===== src/rtl/fetch_split_ctrl_pkg.sv =====
// Shared core1 definitions for the fetch sequencer: state encoding,
// instruction field positions and the default halt opcode.
package fetch_split_ctrl_pkg;

  typedef enum logic [1:0] {
    ST_IDLE  = 2'd0,
    ST_REQ   = 2'd1,
    ST_ISSUE = 2'd2,
    ST_HALT  = 2'd3
  } state_t;

  localparam int unsigned IMM_MSB  = 15;
  localparam int unsigned IMM_LSB  = 0;
  localparam int unsigned OP_MSB   = 23;
  localparam int unsigned OP_LSB   = 16;
  localparam int unsigned FLAG_BIT = 24;

  localparam logic [7:0] DEFAULT_HALT_OPCODE = 8'hFF;

endpackage


===== src/rtl/fetch_split_ctrl_split.sv =====
// Instruction field splitter: slices a 32-bit instruction word into
// imm16, opcode and flag. Purely combinational.
module fetch_split_ctrl_split
  import fetch_split_ctrl_pkg::*;
(
  input  logic [31:0] ir,
  output logic [15:0] imm16,
  output logic [7:0]  opcode,
  output logic        flag
);

  assign imm16  = ir[IMM_MSB:IMM_LSB];
  assign opcode = ir[OP_MSB:OP_LSB];
  assign flag   = ir[FLAG_BIT];

endmodule


===== src/rtl/fetch_split_ctrl.sv =====
// Fetch sequencer: fetches instruction words over req/ack into the IR,
// issues the split fields over valid/ready, owns the PC, and handles
// branch redirect and the halt opcode.
module fetch_split_ctrl
  import fetch_split_ctrl_pkg::*;
#(
  parameter int unsigned       ADDR_W      = 8,
  parameter logic [ADDR_W-1:0] START_ADDR  = '0,
  parameter logic [7:0]        HALT_OPCODE = DEFAULT_HALT_OPCODE
) (
  input  logic              clk,
  input  logic              rst,
  input  logic              en,
  output logic              mem_req,
  output logic [ADDR_W-1:0] mem_addr,
  input  logic              mem_ack,
  input  logic [31:0]       mem_rdata,
  output logic              ins_valid,
  input  logic              ins_ready,
  output logic [15:0]       imm16,
  output logic [7:0]        opcode,
  output logic              flag,
  output logic [ADDR_W-1:0] pc,
  input  logic              branch_valid,
  input  logic [ADDR_W-1:0] branch_addr,
  output logic              halted
);

  state_t            state;
  state_t            state_next;
  logic [ADDR_W-1:0] pc_next;
  logic [31:0]       ir;
  logic              ir_load;

  fetch_split_ctrl_split u_split (
    .ir     (ir),
    .imm16  (imm16),
    .opcode (opcode),
    .flag   (flag)
  );

  // Next-state, next-PC and IR load decisions.
  always_comb begin
    state_next = state;
    pc_next    = pc;
    ir_load    = 1'b0;
    case (state)
      ST_IDLE: begin
        if (en) state_next = ST_REQ;
      end
      ST_REQ: begin
        if (mem_ack) begin
          ir_load    = 1'b1;
          pc_next    = pc + ADDR_W'(1);
          state_next = ST_ISSUE;
        end
      end
      ST_ISSUE: begin
        if (ins_ready) begin
          if (opcode == HALT_OPCODE) begin
            state_next = ST_HALT;
          end else begin
            if (branch_valid) pc_next = branch_addr;
            state_next = en ? ST_REQ : ST_IDLE;
          end
        end
      end
      ST_HALT: begin
        state_next = ST_HALT;
      end
      default: begin
        state_next = ST_IDLE;
      end
    endcase
  end

  // State, PC, IR and registered outputs; outputs are decoded from the
  // next state so they line up with the state they describe.
  always_ff @(posedge clk) begin
    if (rst) begin
      state     <= ST_IDLE;
      pc        <= START_ADDR;
      ir        <= '0;
      mem_req   <= 1'b0;
      mem_addr  <= '0;
      ins_valid <= 1'b0;
      halted    <= 1'b0;
    end else begin
      state     <= state_next;
      pc        <= pc_next;
      if (ir_load) ir <= mem_rdata;
      mem_req   <= (state_next == ST_REQ);
      ins_valid <= (state_next == ST_ISSUE);
      halted    <= (state_next == ST_HALT);
      if (state_next == ST_REQ) mem_addr <= pc_next;
    end
  end

endmodule


===== config.mk =====
export PLATFORM = sky130hd
export DESIGN_NAME = fetch_split_ctrl
export DESIGN_NICKNAME = d
export VERILOG_FILES = /design/src/rtl/fetch_split_ctrl_pkg.sv /design/src/rtl/fetch_split_ctrl_split.sv /design/src/rtl/fetch_split_ctrl.sv
export SDC_FILE = /design/constraint.sdc
export NUM_CORES = 1
export LEC_CHECK = 0
export ABC_AREA = 1
export CORE_MARGIN = 10
export CORE_UTILIZATION = 45
export CTS_BUF_LIST = sky130_fd_sc_hd__clkbuf_8
export CTS_CLUSTER_SIZE = 25
export DETAILED_ROUTE_END_ITERATION = 7
export HOLD_SLACK_MARGIN = 0.03
export PLACE_DENSITY_LB_ADDON = 0.15
export RECOVER_POWER = 25
export SKIP_LAST_GASP = 1
export SLEW_MARGIN = 20
export SYNTH_ARGS = -nofsm -noshare
export SYNTH_HDL_FRONTEND = slang
export SYNTH_SLANG_ARGS = --single-unit

===== constraint.sdc =====
create_clock -name clk -period 2.3 [get_ports clk]
set_input_delay 0.23 -clock clk [delete_from_list [all_inputs] [get_ports clk]]
set_output_delay 0.23 -clock clk [all_outputs]
set_load 0.03 [all_outputs]

### Yosys cells after proc, flatten, opt, wreduce, memory -nomap -nowiden

Cells that the tools add are included.

* magnitude comparators: 0
* bitwise logic cells: 0
* shift-type cells: 0
* reduce and logical (&&, ||, !) cells: 1
* add/sub/neg operators: 1
* multiplexer cells: 13
* $mul: 0
* div/mod/pow operators: 0
* eq/ne operators: 7

Operators with widths (number)
* 8-bit 2-to-1 mux: 4
* 8-bit case mux with 2 select lines: 1
* 8-bit by 1-bit adder with 8-bit output (second input constant): 1
* 2-bit equality test (second input constant): 4
* 8-bit equality test (second input constant): 1
* 2-bit 2-to-1 mux: 4
* 2-bit case mux with 4 select lines: 1
* 2-bit by 1-bit equality test with 1-bit output (second input constant): 2
* 1-bit 2-to-1 mux: 3
* 2-bit zero test: 1

* memory bits (read-only): 0
* output and inout bits: 44
* bits in registers: 46
* RAM bits: 0
* latch bits: 0
* memories: 0
* bits of input ports: 46

### Logic depth before layout (Yosys ltp)

* depth in word-level cells: 5
* depth in mapped cells: 14
* gate-level depth less buffers: 13

### Cells and area by module

A second synthesis with hierarchy kept.

* cell total of the unflattened synthesis: 391
* area, all modules: 2677.6 µm²

By module, submodules not included
* fetch_split_ctrl: sequential area each 1061.0 µm², instances 1, area an instance 2489.9 µm², cells an instance 366
* fetch_split_ctrl_split: sequential area each 0.0 µm², instances 1, area an instance 187.7 µm², cells an instance 25

### Worst setup path before layout

OpenSTA, ideal clock, no wires.

* path type: register to register
* from: reg state[1]
* to: reg mem_addr[6]
* cell stages (with the launch flop): 15
* slack: 0.542 ns
* arrival time: 1.645 ns
* required time: 2.187 ns
* path buffers: 2
* cell sequence: dfxtp_1 -> inv_1 -> ha_1 -> buf_6 -> nand2_8 -> inv_4 -> a211oi_2 -> nand2_1 -> nand2_1 -> nand2_2 -> nor2_8 -> buf_8 -> nand2_1 -> nand2_1 -> nor2_1

* longest elaborated chain between the ends: 3
* elaborated cells between the ends (all ways): 10
* those cells by class: eq/ne: 4; mux: 5; reduce/logical: 1

RTL lines
* start: declaration: line fetch_split_ctrl.sv:29 `state_t state;`
* start signal: assignment: line fetch_split_ctrl.sv:89 `state <= state_next;`
* 2-bit equality test (tied with other cells): line fetch_split_ctrl.sv:47 `case (state)`
* 2-bit case mux with 4 select lines: line fetch_split_ctrl.sv:47
* 2-bit by 1-bit equality test with 1-bit output: line fetch_split_ctrl.sv:95 `if (state_next == ST_REQ) mem_addr <= pc_next;`
* end signal: assignment: line fetch_split_ctrl.sv:95
* end: declaration: line fetch_split_ctrl.sv:15 `output logic [ADDR_W-1:0] mem_addr,`

Several ways; a longest one is shown, not always the timed one.
A chain may end at the register's enable or synchronous reset.

### Worst setup path in the final report

* from: reg state[1]
* to: reg mem_addr[4]

Same word-level chain as after synthesis.

==> results <==
[cell usage after synthesis]
| library cell | count | area (um2) |
|---|---|---|
| inv_1 | 35 | 131 |
| o21ai_0 | 30 | 150 |
| a211oi_2 | 1 | 12.5 |
| clkbuf_1 | 10 | 37.5 |
| dfxtp_1 | 46 | 921 |
| buf_8 | 1 | 15.0 |
| o21ai_1 | 1 | 5.00 |
| nor2_8 | 1 | 20.0 |
| buf_6 | 3 | 33.8 |
| nand2_4 | 1 | 11.3 |
| nand2_1 | 72 | 270 |
| nand2_2 | 3 | 18.8 |
| buf_2 | 2 | 10.0 |
| nor2_2 | 1 | 6.26 |
| a21oi_1 | 9 | 45.0 |
| inv_2 | 1 | 3.75 |
| ha_1 | 5 | 62.6 |
| inv_4 | 1 | 6.26 |
| nand4_1 | 9 | 56.3 |
| nor2_1 | 79 | 297 |
| nand2_8 | 1 | 20.0 |
| nand3_1 | 17 | 85.1 |
| nor3_1 | 3 | 15.0 |
| nand3_2 | 2 | 20.0 |
[power by group]
group / leakage [nW] / internal [mW] / switching (mW) / total [mW]
logic: 1.05 / 0.350 / 0.538 / 0.888
registers: 0.378 / 0.900 / 0.0664 / 0.967
clock network: 0.0579 / 0.320 / 0.267 / 0.587
[cell type report]
cell class / count / area share
multi-input cells: 235 / 0.341
clock inverters: 3 / 0.0125
well taps: 67 / 0.0261
inverters: 37 / 0.0441
clock buffers: 5 / 0.0215
repair buffers: 87 / 0.268
flip-flops and latches: 46 / 0.287
[registers in the layout (all words and copies together) (netlist names)]
signal	count
halted	1
ins_valid	1
ir	25
mem_addr	8
mem_req	1
pc	8
state	2
[cell families after synthesis]
kind of cell    count (synthesis)  synth area share
simple gates                  189             0.364
buf+inv                        53             0.105
flops                          46             0.409
compound gates                 41            0.0944
fa+ha+maj                       5            0.0278
[per-layer routing]
metal  up-vias  share of wire  track usage  wire [um]
met5         -              0            0          0
met4         0          0.016       0.0491         99
met3         9           0.11       0.0773        655
met2        72           0.44        0.239       2670
met1       982           0.43        0.165       2620
li1       1194              -            -          -
[through the flow]
step                cells  instance area [um2]
CTS                   480                 3210
floorplan             334                 2250
global placement      472                 3100
finish                480                 3210
detailed placement    472                 3100
global route          480                 3210
[worst max-delay path by stage]
stage | endpoint | cells after the start
finish | mem_addr[4]$_SDFFE_PP0N_ | 12
global route | mem_addr[6]$_SDFFE_PP0N_ | 11
CTS | mem_addr[4]$_SDFFE_PP0N_ | 11
detailed placement | mem_addr[7]$_SDFFE_PP0N_ | 11
global placement | mem_addr[7]$_SDFFE_PP0N_ | 11
floorplan | mem_addr[6]$_SDFFE_PP0N_ | 14
[worst max-delay path, stage by stage, from the launching register on]
cell      delay (ns)
dfxtp_1         0.43
inv_1           0.11
ha_1            0.37
nand2_8         0.13
inv_4           0.04
a211oi_2        0.14
nand2_1         0.07
nand2_1         0.09
nand2_2         0.12
nor2_8          0.21
nand2_1         0.08
nand2_1         0.06
nor2_1          0.04
==> metrics.yaml <==
fin_nets: 463
power_density_nw_per_um2: 761
grt_pass1_wl_mm: 10.4
n_fill_cell: 436
initial_utilization: 0.471
worst-setup-path-type: "reg2reg"
regArea_um2: 921
rows: 25
min_from: "ir[13]$_SDFFE_PP0P_"
hpwl_mm: 4.64
netlist_instances: 334
crit_fanout: 15
syn_area_um2: 2250
cts_setup_buffers: 0
fin_skew_ns: 0.00297
clk_path_buf_depth: 2
drt-total-wl_mm: 6.04
setup_slack_ns: 0.313
clock-root-buffer: "clkbuf_8"
final_common_cell: "nor2_1"
grt_max_degree: 28
synth_nets: 385
core_um2: 4790
grt_pass1_vias: 2261
worstSetupStartpoint: "state[1]$_SDFF_PP0_"
pre_cts_ws_ns: 0.296
setup_viol: 0
drtPass1Iterations: 5
period_share: 0.864
grt_antenna_before_repair: 0
min_period_ns: 1.99
ctsHoldBuffers: 0
htree_levels: 2
worst_pin_slew_ns: 0.499
ioPinCount: 90
die_w_um: 90.8
routedWlPerCell_um: 12.6
hold_path.class: "reg2reg"
status: "complete, no violations"
ir_drop_mv: 0.575
die_h_um: 90.8
crit_path_end_kind: "register"
dr.first_iter.drc_count: 59
ys_warn_count: 0
ys_types: 24
fmax_mhz: 503
drive_above_1_share: 0.0605
ys_ff_latch: 46
ys_seq_area_frac: 0.409
clkSinkCount: 46
gp_congestion: 0.800
drc: 0
min_path_cells: 2
clk-insertion-delay-late_ns: 0.30
hold_ws_ns: 0.479
cts_tree: "built"
overflow: 0
rr_worst_depth: 12
final_core_util: 0.670
cts_buffers: 5
rr_endpoint: "mem_addr[4]$_SDFFE_PP0N_"
worst-r2r-setup-slack_ns: 0.31
rsz0062_at_grt: "no"
track_usage: 0.149
avgSynthCellArea_um2: 6.75
detail_route.vias_per_cell: 4.70
finalPower_mw: 2.44
final_max_slew_viol_count: 0
p_leak_nw: 1.49
via_count: 2257
tns_ns: 0
worst_ep_required_time_ns: 2.50
maxSlewHeadroom: 0.667
maxCapViolCount: 0
crit_arrival_ns: 2.19
portBuffers: 82
die_area_um2: 8240
hold_violations: 0
area_growth_pct: 42.4
ant_nets: 0
final_cell_mix: "nor2_1 (79), nand2_1 (72), clkdlybuf4s50_1 (60), dfxtp_1 (46), inv_1 (35)"
start_kind: "register"
clk_pin_slew_worst_paths_ns: 0.08
r2r_start: "state[1]$_SDFF_PP0_"
post_cts_resized: 0
antenna_cells: 0
hold_end: "ir[13]$_SDFFE_PP0P_"
multi_input_area_um2: 1090
No activity file was read; power rests on OpenSTA's default activity.
